## config.mk

```make
export PLATFORM = sky130hd
export DESIGN_NAME = alu_sequencer
export DESIGN_NICKNAME = d
export VERILOG_FILES = /design/src/rtl/alu_sequencer.sv
export SDC_FILE = /design/constraint.sdc
export NUM_CORES = 1
export LEC_CHECK = 0
export ABC_AREA = 1
export BUFFER_PORTS_ARGS = -buffer_cell sky130_fd_sc_hd__buf_4
export CAP_MARGIN = 10
export CORE_UTILIZATION = 50
export CTS_BUF_LIST = sky130_fd_sc_hd__clkbuf_16
export DETAILED_ROUTE_END_ITERATION = 16
export PLACE_DENSITY = 0.79
export SYNTH_ARGS = -nofsm -noshare
export SYNTH_HDL_FRONTEND = slang
export SYNTH_SLANG_ARGS = --single-unit
```

## constraint.sdc

```tcl
create_clock -name clk -period 1.7 [get_ports clk]
set_clock_uncertainty 0.15 [all_clocks]
set_input_delay 0.085 -clock clk [delete_from_list [all_inputs] [get_ports clk]]
set_output_delay 0.085 -clock clk [all_outputs]
set_load 0.03 [all_outputs]
```

## src/rtl/alu_sequencer.sv

```systemverilog
// Command sequencer for the binary calculator: loads A, B and op words, drives the
// combinational ALU, captures its masked result and offers it on a valid/ready channel.
module alu_sequencer #(
  parameter int INBITS = 8
) (
  input  logic              clk,
  input  logic              rst,
  input  logic              clr,
  input  logic              in_valid,
  output logic              in_ready,
  input  logic [INBITS-1:0] in_data,
  output logic [INBITS-1:0] alu_A,
  output logic [INBITS-1:0] alu_B,
  output logic [3:0]        alu_Sel,
  input  logic [INBITS-1:0] alu_Out,
  input  logic [3:0]        alu_Flag,
  output logic              res_valid,
  input  logic              res_ready,
  output logic [INBITS-1:0] res_out,
  output logic [3:0]        res_flag,
  output logic              res_err,
  output logic [7:0]        op_count
);

  typedef enum logic [2:0] {
    LOAD_A,
    LOAD_B,
    LOAD_OP,
    EXEC,
    DONE
  } state_t;

  state_t     state;
  logic       in_fire;
  logic       sel_err;
  logic [3:0] flag_mask;

  assign in_fire = in_valid & in_ready;
  assign sel_err = (alu_Sel >= 4'hC);

  // Only flags that carry meaning for the selected operation survive to the result.
  always_comb begin
    flag_mask = 4'b0000;
    case (alu_Sel)
      4'h0:        flag_mask = 4'b0011;
      4'h1, 4'h3:  flag_mask = 4'b1001;
      4'h2:        flag_mask = 4'b0101;
      4'h4, 4'h5, 4'h6, 4'h7,
      4'h8, 4'h9, 4'hA, 4'hB:
                   flag_mask = 4'b0001;
      default:     flag_mask = 4'b0000;
    endcase
  end

  always_ff @(posedge clk or posedge rst) begin
    if (rst) begin
      state     <= LOAD_A;
      in_ready  <= 1'b0;
      alu_A     <= '0;
      alu_B     <= '0;
      alu_Sel   <= 4'hF;
      res_valid <= 1'b0;
      res_out   <= '0;
      res_flag  <= 4'b0000;
      res_err   <= 1'b0;
      op_count  <= 8'd0;
    end else if (clr) begin
      state     <= LOAD_A;
      in_ready  <= 1'b1;
      res_valid <= 1'b0;
    end else begin
      case (state)
        LOAD_A: begin
          in_ready <= 1'b1;
          if (in_fire) begin
            alu_A <= in_data;
            state <= LOAD_B;
          end
        end
        LOAD_B: begin
          if (in_fire) begin
            alu_B <= in_data;
            state <= LOAD_OP;
          end
        end
        LOAD_OP: begin
          if (in_fire) begin
            alu_Sel  <= in_data[3:0];
            in_ready <= 1'b0;
            state    <= EXEC;
          end
        end
        EXEC: begin
          // Unsupported ops report an error with a zero result and no flags.
          res_out   <= sel_err ? '0 : alu_Out;
          res_flag  <= alu_Flag & flag_mask;
          res_err   <= sel_err;
          res_valid <= 1'b1;
          state     <= DONE;
        end
        DONE: begin
          if (res_ready) begin
            res_valid <= 1'b0;
            in_ready  <= 1'b1;
            op_count  <= op_count + 8'd1;
            state     <= LOAD_A;
          end
        end
        default: begin
          state     <= LOAD_A;
          in_ready  <= 1'b1;
          res_valid <= 1'b0;
        end
      endcase
    end
  end

endmodule

```

==> summary.md <==
| Metric | Value |
|---|---|
| Post-Synthesis Cells | `228` |
| Hold Crit Class | `in2reg` |
| Ratio of cells with drive above 1 in the final layout | `0.306` |
| All-Layer GR Usage | `0.237` |
| Worst Max-Slew Pin Slew | `378 ps` |
| Netlist cell types | `24` |
| CP arrival | `1500 ps` |
| Post-cts resize count | `0` |
| Setup TNS | `0 ps` |
| VDD IR-drop max | `0.00111 V` |
| Power consumption | `5130 uW` |
| Rows | `22` |
| Synth area leaders | `dfrtp_1 (51%), nand2_1 (15%), dfstp_2 (5.1%)` |
| Slew headroom | `0.747` |
| WP data required | `1710 ps` |
| H-Tree Depth | `2` |
| Area leader, netlist | `dfrtp_1` |
| Status | `complete, no violations` |
| First-pass DRT Iterations | `5` |
| Starting Density | `0.542` |
| Vias in the first global route | `1,724` |
| Routed Antenna Nets | `0` |
| I/O pin total | `68` |
| PD cells | `1720 nW/um2` |
| Die W | `66.2 um` |
| Static Leak | `0.00161 uW` |
| FF+latch count, synth | `46` |
| Largest net degree at the start of global routing | `20` |
| Fin. Hold Viols | `0` |
| Clock Sinks | `46` |
| Mux contribution to synthesized area | `0` |
| Post-CTS setup buffer count | `0` |
| Die area | `4380 um2` |
| Total CTS buffers | `5` |
| Compound-Gate Fraction of Synth Area | `0.0778` |
| Vias | `1,851` |
| Initial drt markers | `115` |
| Synth warnings | `0` |
| Final WL | `4750 um` |
| CTS tree | `yes` |
| CP Capture Type | `flip-flop` |
| Dpl cells | `342` |
| Initial antenna violation count | `0` |
| Global Route met3 Usage | `0.0638` |
| Worst hold slack | `10.6 ps` |
| RSZ-0062 raised after global routing | `false` |
| CTS max path bufs | `2` |
| Avg Synthesized Cell Area | `9.03 um2` |
| Largest family of logic cells by synthesized area | `simple AND/OR/NAND/NOR gates` |
| Clock-pin slew on the worst setup and hold paths | `60 ps` |
| Max-slew violation count | `0` |
| Startpoint Class | `flip-flop` |
| Hold-fix buffers, CTS | `22` |
| Final cell count without fillers | `372` |
| Mapped Nets | `254` |
| Worst Path Class, Setup | `reg2reg` |
| Register area share after synthesis | `0.562` |
| First-pass GRT wire length | `7650 um` |
| Core area | `3800 um2` |
| Simple-gate share of the synthesized area | `0.274` |
| Via density per instance | `4.98` |
| Global-route met1 utilization | `0.284` |
| GPL Wtd Cong | `0.868` |
| HPWL Detailed | `3130 um` |
| Post-Synth XOR/XNOR Area | `0.0170` |
| Gr busiest metal | `met2` |
| Final min period | `1490 ps` |
| # nets final | `349` |
| Root Driver | `clkbuf_16` |
| Area share of the largest cell type after synthesis | `0.511` |
| Achievable clock frequency | `0.671 GHz` |
| Max cap viols | `0` |
| Critical-path maximum fanout | `8` |
| Adder-cell share of the synthesized area | `0.00608` |
| DRC errors left | `0` |
| Die extent in y | `66.2 um` |
| Fin crit share | `0.877` |
| Routed length per placed instance | `12.8 um` |
| Gr ovfl total | `0` |
| Setup Viol. Count Final | `0` |
| Port Buffers | `67` |
| Area delta synth->final | `45.0%` |
| Synthesized area | `2060 um2` |
| GR Util met2 | `0.408` |
| Clock Latency Late Sink | `280 ps` |
| # diodes | `0` |
power breakdown:
group          internal, uW  total, uW  switching [uW]  leakage [uW]
Clock                   683       1070             386     0.0000864
Sequential             1530       1830             298      0.000572
Combinational           821       2240            1420      0.000950
Total                  3030       5130            2100       0.00161
critical path, stage by stage, from the launching register on:
cell,delay [ps]
dfrtp_1,450
nor2_1,210
nand2_1,120
nor2_4,200
nand2_1,90
xor2_1,150
synthesized netlist by cell type:
cell / number
nor2_1: 10
inv_2: 3
nand2_1: 81
dfstp_2: 4
nand2_2: 1
o21ai_0: 15
nor2_4: 2
xnor2_1: 1
dfrtp_1: 42
nor2_8: 1
a21oi_1: 1
xor2_1: 3
nand4_1: 7
nand3_4: 1
nand3b_1: 1
o21ai_2: 8
nor3_2: 1
buf_6: 3
o21ai_1: 2
nand3_2: 1
inv_4: 1
nand3_1: 17
inv_1: 21
ha_1: 1
cell type report:
type | instances | area [um2]
Fill cell | 264 | 813
Sequential cell | 46 | 1160
Clock buffer | 5 | 125
Multi-Input combinational cell | 154 | 772
Tap cell | 48 | 60.1
Timing Repair Buffer | 91 | 738
Inverter | 25 | 96.3
Clock inverter | 3 | 37.5
cell usage in the layout (no fill, tap or decap), types with 3 or more instances in the layout:
master         instances
nand4_1                7
nand2_1               81
buf_4                 69
o21ai_2                8
o21ai_0               15
xor2_1                 3
nor2_1                10
inv_1                 22
nand3_1               17
inv_2                  4
dfrtp_1               42
clkbuf_16              5
dlygate4sd3_1         22
dfstp_2                4
sequential cells by signal (all words and copies together) (netlist names):
name	count
alu_Sel	4
res_out	8
res_err	1
res_valid	1
in_ready	1
res_flag	4
alu_B	8
alu_A	8
op_count	8
state	3
metrics by stage:
step	utilization	setup slack, ps	instance area (um2)
final	0.786	209	2990
after detailed placement	0.685	203	2600
after global routing	0.786	103	2990
after floorplan	-	242	2060
after CTS	0.786	208	2990
after global placement	0.685	267	2600
kinds of logic (layout without fill, tap and decap cells):
logic type	count (synthesis)	after routing
and+or+nand+nor	123	123
DFF	46	46
buffers and inverters	28	124
AOI/OAI and AO/OA	26	26
xor gates and xnor gates	4	4
adders and majority gates	1	1
worst paths after layout:
path,depth (start not counted),to,from,slack [ps]
hold / removal,4,state[0],clr,10
max in group asynchronous,4,op_count[6],rst,700
min in group asynchronous,3,res_flag[1],rst,160
setup reg to reg,5,op_count[3],state[0],210
setup / recovery,5,op_count[3],state[0],210
hold reg to reg,2,res_out[0],res_out[0],330
routing by layer:
layer	part of all wire	vias up	wire, um
li1	-	919	-
met1	0.42	873	2010
met2	0.52	55	2470
met3	0.047	4	223
met4	0.0097	0	46
met5	0	-	0
No activity file was read; power rests on OpenSTA's default activity.
